**src/rtl/disp_scan_ctrl.sv**
```systemverilog
// Digit-scan sequencer for an 8-digit multiplexed display: drives decoder index/enable and the active nibble.
// Optional dead time between digits is enabled by defining DISP_SCAN_BLANK_EN.
module disp_scan_ctrl #(
    parameter int CLK_DIV      = 4,
    parameter int BLANK_CYCLES = 2
) (
    input  logic        clk,
    input  logic        rst_n,
    input  logic        en,
    input  logic [7:0]  digit_mask,
    input  logic [31:0] data_in,
    output logic [2:0]  sel,
    output logic        sel_en,
    output logic [3:0]  nibble,
    output logic        frame_start
);

    localparam int PRE_W = (CLK_DIV > 2) ? $clog2(CLK_DIV) : 1;
    localparam logic [PRE_W-1:0] PRE_LAST = PRE_W'(CLK_DIV - 1);

    localparam logic [1:0] IDLE  = 2'd0;
    localparam logic [1:0] SHOW  = 2'd1;
`ifdef DISP_SCAN_BLANK_EN
    localparam logic [1:0] BLANK = 2'd2;
    localparam int BLK_W = (BLANK_CYCLES > 2) ? $clog2(BLANK_CYCLES) : 1;
    localparam logic [BLK_W-1:0] BLK_LAST = BLK_W'(BLANK_CYCLES - 1);
`endif

    if (CLK_DIV < 2 || BLANK_CYCLES < 1) begin : g_bad_params
        $error("disp_scan_ctrl: CLK_DIV must be >= 2 and BLANK_CYCLES >= 1");
    end

    function automatic logic [2:0] lowest_set(input logic [7:0] mask);
        logic [2:0] idx;
        idx = 3'd0;
        for (int i = 7; i >= 0; i--) begin
            if (mask[i]) idx = 3'(i);
        end
        return idx;
    endfunction

    // Cyclic search from cur+1; falls back to cur itself when no other digit is enabled.
    function automatic logic [2:0] next_set(input logic [2:0] cur, input logic [7:0] mask);
        logic [2:0] idx;
        logic [2:0] cand;
        idx = cur;
        for (int k = 7; k >= 1; k--) begin
            cand = cur + 3'(k);
            if (mask[cand]) idx = cand;
        end
        return idx;
    endfunction

    logic [1:0]       state, state_nxt;
    logic [PRE_W-1:0] prescaler, pre_nxt;
    logic [2:0]       sel_nxt;
    logic             sel_en_nxt;
    logic             frame_nxt;
    logic             stop;
    logic [2:0]       lowest;
    logic [2:0]       following;
`ifdef DISP_SCAN_BLANK_EN
    logic [BLK_W-1:0] blank_cnt, blank_nxt;
`endif

    assign stop      = !en || (digit_mask == 8'd0);
    assign lowest    = lowest_set(digit_mask);
    assign following = next_set(sel, digit_mask);

    always_comb begin
        state_nxt  = state;
        pre_nxt    = prescaler;
        sel_nxt    = sel;
        sel_en_nxt = sel_en;
        frame_nxt  = 1'b0;
`ifdef DISP_SCAN_BLANK_EN
        blank_nxt  = blank_cnt;
`endif
        case (state)
            IDLE: begin
                sel_en_nxt = 1'b0;
                pre_nxt    = '0;
                if (!stop) begin
                    state_nxt  = SHOW;
                    sel_nxt    = lowest;
                    sel_en_nxt = 1'b1;
                    frame_nxt  = 1'b1;
                end
            end
            SHOW: begin
                if (stop) begin
                    state_nxt  = IDLE;
                    sel_en_nxt = 1'b0;
                    pre_nxt    = '0;
                end else if (prescaler == PRE_LAST) begin
                    pre_nxt   = '0;
                    sel_nxt   = following;
                    frame_nxt = (following == lowest);
`ifdef DISP_SCAN_BLANK_EN
                    state_nxt  = BLANK;
                    sel_en_nxt = 1'b0;
                    blank_nxt  = '0;
`endif
                end else begin
                    pre_nxt = prescaler + PRE_W'(1);
                end
            end
`ifdef DISP_SCAN_BLANK_EN
            BLANK: begin
                sel_en_nxt = 1'b0;
                if (stop) begin
                    state_nxt = IDLE;
                    pre_nxt   = '0;
                end else if (blank_cnt == BLK_LAST) begin
                    state_nxt  = SHOW;
                    sel_en_nxt = 1'b1;
                    pre_nxt    = '0;
                end else begin
                    blank_nxt = blank_cnt + BLK_W'(1);
                end
            end
`endif
            default: begin
                state_nxt  = IDLE;
                sel_en_nxt = 1'b0;
                pre_nxt    = '0;
            end
        endcase
    end

    // nibble follows the index being loaded this edge, so data changes show one cycle later.
    always_ff @(posedge clk) begin
        if (!rst_n) begin
            state       <= IDLE;
            prescaler   <= '0;
            sel         <= 3'd0;
            sel_en      <= 1'b0;
            nibble      <= 4'd0;
            frame_start <= 1'b0;
`ifdef DISP_SCAN_BLANK_EN
            blank_cnt   <= '0;
`endif
        end else begin
            state       <= state_nxt;
            prescaler   <= pre_nxt;
            sel         <= sel_nxt;
            sel_en      <= sel_en_nxt;
            nibble      <= data_in[{sel_nxt, 2'b00} +: 4];
            frame_start <= frame_nxt;
`ifdef DISP_SCAN_BLANK_EN
            blank_cnt   <= blank_nxt;
`endif
        end
    end

endmodule

```
**config.mk**
```make
export PLATFORM = sky130hd
export DESIGN_NAME = disp_scan_ctrl
export DESIGN_NICKNAME = d
export VERILOG_FILES = /design/src/rtl/disp_scan_ctrl.sv
export SDC_FILE = /design/constraint.sdc
export NUM_CORES = 1
export LEC_CHECK = 0
export BUFFER_PORTS_ARGS = -buffer_cell sky130_fd_sc_hd__buf_4
export CAP_MARGIN = 40
export CORE_MARGIN = 1
export CORE_UTILIZATION = 55
export DETAILED_ROUTE_END_ITERATION = 6
export PLACE_DENSITY = 0.91
export SYNTH_ARGS = -nofsm -noshare
export SYNTH_HDL_FRONTEND = slang
export SYNTH_SLANG_ARGS = --single-unit
```
**constraint.sdc**
```tcl
create_clock -name clk -period 5 [get_ports clk]
set_clock_uncertainty 0.1 [all_clocks]
set_input_delay 1 -clock clk [delete_from_list [all_inputs] [get_ports clk]]
set_output_delay 1 -clock clk [all_outputs]
set_load 0.05 [all_outputs]
```
# After elaboration in Yosys (flattened, before gate mapping)
# Cells that the tools add are included.
# totals
ff_bits,13
input_bits,43
# op_classes
add_sub_neg,8
order_cmp,7
eq_ne,5
shifts,1
muxes,42
n_bitwise,2
n_reduce_logical,6
# ops
operator,count
two-way mux 3 bit,18
variable part select 32 x 6 -> 4 bit,1
less-than comparator 3 x 4 -> 1 bit (second input constant),7
binary-select mux 1 bit (select 3 bit),7
adder 3 bit (second input constant),4
two-way mux 1 bit,11
zero test 8 bit,1
adder 3 x 2 -> 3 bit (second input constant),2
one-hot mux 3 bit (2 select lines),1
two-way mux 2 bit,2
inequality test 2 bit (second input constant),2
one-hot mux 1 bit (2 select lines),2
one-hot mux 2 bit (2 select lines),1
OR reduction 4 bit,1
adder 3 x 1 -> 3 bit (second input constant),1
== test 3 bit,1
adder 2 x 1 -> 2 bit (second input constant),1
== test 2 x 1 -> 1 bit (second input constant),1
== test 2 bit (second input constant),1
zero test 2 bit,1
NOT 1 bit,2
AND reduction 2 bit,1
zero test 1 bit,1
logical OR 1 bit,1

# Longest topological paths before layout
# depth
depth_word,14
depth_mapped,14
depth_no_buf,11

# Worst setup path before layout
# OpenSTA, ideal clock, no wires.
# synth_timing
kind,register to register
startpoint,reg sel[0]
endpoint,reg nibble[1]
setup_time_ns,0.088
arrival_time_ns,3.695
setup_slack_ns,1.117
stages_incl_launch_ff,15
path_buffers,4
synth_period_minus_slack_ns,3.883
path_cell_list,dfxtp_1 buf_6 buf_6 buf_6 inv_1 ha_1 mux4_2 a221oi_2 a31oi_1 or4b_4 a211oi_4 buf_6 o21ai_2 o2111a_1 o32ai_2
# synth_via
elab_chain_cells,14
# synth_rtl
element,line_no,source
start: declaration,12,"output logic [2:0] sel,"
start signal: assignment,146,sel <= sel_nxt;
adder 3 bit,48,cand = cur + 3'(k);
binary-select mux 1 bit (select 3 bit),49,if (mask[cand]) idx = cand;
two-way mux 1 bit (implied by the code),49,
two-way mux 3 bit (7 in series),49,
two-way mux 3 bit,95,end else if (prescaler == PRE_LAST) begin
two-way mux 3 bit,91,if (stop) begin
one-hot mux 3 bit (2 select lines) (*),79,case (state)
variable part select 32 x 6 -> 4 bit (*),148,"nibble <= data_in[{sel_nxt, 2'b00} +: 4];"
end signal: assignment,148,
end: declaration,14,"output logic [3:0] nibble,"
# Mark *: on every way between the ends. The rest lies on a longest branch, timed or not. The select of a mux whose other input is x is not followed.
# A chain may end at the register's enable or synchronous reset.

# Worst setup path after layout
# layout_timing
startpoint,reg sel[1]
endpoint,reg nibble[3]
# Same word-level chain as after synthesis.

==> impl_results.md <==
- Maxcap violations: 0
- Area of the multi-input gates: 0.00168 mm^2
- Worst-Skew Late Latency: 250 ps
- CTS root buffer: clkbuf_8
- DR vias: 2316
- Share of cells above drive strength 1: 30.6%
- Register area: 240 um^2
- Count of final setup violators: 0
- RSZ-0062 raised after global routing: no
- DR iter-0 viols: 280
- CP top delay family: compound AO/OA/AOI/OAI gates
- Final hold viol count: 0
- Num CTS Buffers: 3
- Per-cell routed wire length: 18.3 um
- Hold Path Class: reg2reg
- Seq/Total Area, Yosys: 11.4%
- CP max stage cell: a2111oi_0
- WL met2: about 3000 um
- Drt first pass iters: 7
- Post-Route WL: slightly above 6000 um
- Syn_area_per_cell: 8.36 um^2
- Clock slew seen by the registers of the worst setup and hold paths: roughly 60 ps
- Crit-path cells: buf_4 -> inv_1 -> ha_1 -> mux4_2 -> a22o_1 -> a32oi_1 -> nor4b_1 -> nor2_1 -> a2111oi_0 -> mux2i_1 -> a32o_1
- Setup Buffers After CTS: 0
- Buffers plus inverters on the worst setup path: 2
- Area of the mapped netlist: 0.00211 mm^2
- Met3 WL: 517 um
- Core area: 0.00366 mm^2
- Clock buffer depth: 2
- Antenna violations before repair: 0
- CP startpoint kind: register
- Initial Utilization: 57.6%
- # rows: 22
- Die area: 0.00408 mm^2
- Worst-Margin Slew: 828 ps
- First-pass GRT wire length: about 9900 um
- Mapped Cells: 252
- WHS Path Cells: 1
- Drt via density: 6.83
- Clock sink count: 12
- Async SR Flop Fraction: 0%
- Maximum vdd drop: ~0.00022 V
- Leakage: 0.979 nW
- WP data arrival: 4250 ps
- Die Height: 63.9 um
- Final slew viol count: 0
- Post-synth cell types: 60
- Power per cell area: 360 mW/mm^2
- CTS tree: built
- Net Count, Synth: 300
- Remaining DRCs: 0
- CP Max Fanout: 25
- Power consumption: ~0.0009 W
- CP Capture Type: register
- Fillers: 277
- Top Metal Used: met4
- H-tree depth: 1
- Gr usage total: a little under a third
- Number of diodes: 0
- Most common cell after layout, fill and taps aside: buf_4
- Path depth of the worst reg2reg path: 11
- Number of synthesized flops with an enable pin: 0
- Nets@finish: 340
- Most used DFF post-synth: dfxtp_1
- Crit-path max cell delay: 730 ps
- CP required: approximately 5000 ps
- Synth warn: 0
- Fin crit share: between 80% and 90%
- CP Depth: 11
- Final ANT Viol Nets: 0
- GP Congestion: 1.02
- Chip Width: around 64 um
- Crit Path Category: reg2reg
- CTS Hold Bufs: 0
- Post-DP HPWL: 4600 um
- Port Buf Inserts: around 50
- #FFs+latches synth: 12
- Largest net degree at the start of global routing: 26
- Status: completed
- I/O pin total: 52
- Vias in the first global route: 2223
- Grt ovf: 0
- Fmax: about 240 MHz
- Area Growth Syn to Fin: 19.1%
- M1 WL: about 2200 um
- Worst rel slew slack: 44.5%
- Post-route cell area: 0.00251 mm^2
- Post-CTS Resized: 0
- Fin Setup TNS: 0 ps
- Final min period: 4210 ps
- Placed Area: 0.00245 mm^2
- Most frequent cells in the layout: buf_4 (54), nand2_1 (21), inv_1 (17), mux2i_1 (16), and2_1 (16)
## where the power goes
group	internal [W]	switching [W]
combinational	0.000270	0.000371
clock	0.0000698	0.0000393
sequential	0.000120	0.0000340
total	0.000460	0.000445
## worst reg2reg max path, delay by kind of cell, from the launching register on
family	cells	cell delay (ps)
adder cells (fa/ha/maj)	1	500
multiplexers	2	660
AO/OA/AOI/OAI	4	1490
buffers and inverters	2	490
AND/OR/NAND/NOR	2	560
flip-flops	1	310
## synth_stat cells, drive strengths merged, types with 6 or more instances
| master | count | share of area, % |
|---|---|---|
| mux2 | 10 | 5.3 |
| mux2i | 16 | 7.6 |
| o21ai | 14 | 3.5 |
| mux4 | 11 | 12 |
| a21oi | 10 | 2.6 |
| inv | 17 | 3.0 |
| nor3 | 8 | 2.1 |
| a211oi | 7 | 3.1 |
| buf | 13 | 4.6 |
| dfxtp | 12 | 11 |
| nor2 | 10 | 1.8 |
| and2 | 16 | 4.8 |
| nand2 | 21 | 3.7 |
| clkbuf | 7 | 1.2 |
| nand3 | 6 | 1.4 |
## area by class of cell
type | instances | share of cell area, %
tap | 48 | 2.39
inverter | 17 | 2.54
timing repair buffer | 55 | 16.3
clock buffer | 4 | 2.19
multi-input combinational | 203 | 67.0
sequential | 12 | 9.58
## through the flow
step / cells / utilization, % / hold WS, ps / setup slack, ps
global route: 339 / 68.5 / 362 / 632
finish: 339 / 68.5 / 361 / 786
global placement: 334 / 66.9 / 322 / 892
floorplan: 252 / - / 305 / 1120
CTS: 339 / 68.5 / 351 / 933
detailed placement: 335 / 67.0 / 343 / 854
## final timing paths
kind	startpoint	to	slack, ps
min	prescaler[0]	prescaler[0]	360
max	sel[1]	nibble[3]	790
min reg2reg	prescaler[0]	prescaler[0]	360
max reg2reg	sel[1]	nibble[3]	790
## metal layers
metal | global-route usage (%) | vias up
li1 | - | 1042
met1 | 35.3 | 1080
met2 | 54.1 | 151
met3 | 3.93 | 43
met4 | 17.6 | 0
met5 | 0 | -
## logic make-up (layout without fill, tap and decap cells)
kind of cell             after synthesis  after routing  share of synthesized area [%]
adder cells (fa/ha/maj)                5              5                           2.97
flip-flops                            12             12                           11.4
buffers and inverters                 37             76                           8.85
AND/OR/NAND/NOR                       81             81                           21.0
multiplexers                          37             37                           24.7
AO/OA/AOI/OAI                         75             75                           28.4
XOR/XNOR                               5              5                           2.73
## registers in the layout, summed over array words and instances (netlist names)
register and cells:
nibble 4, sel 3, prescaler 2, frame_start 1, sel_en 1, state 1
(Power assumes the default switching activity.)
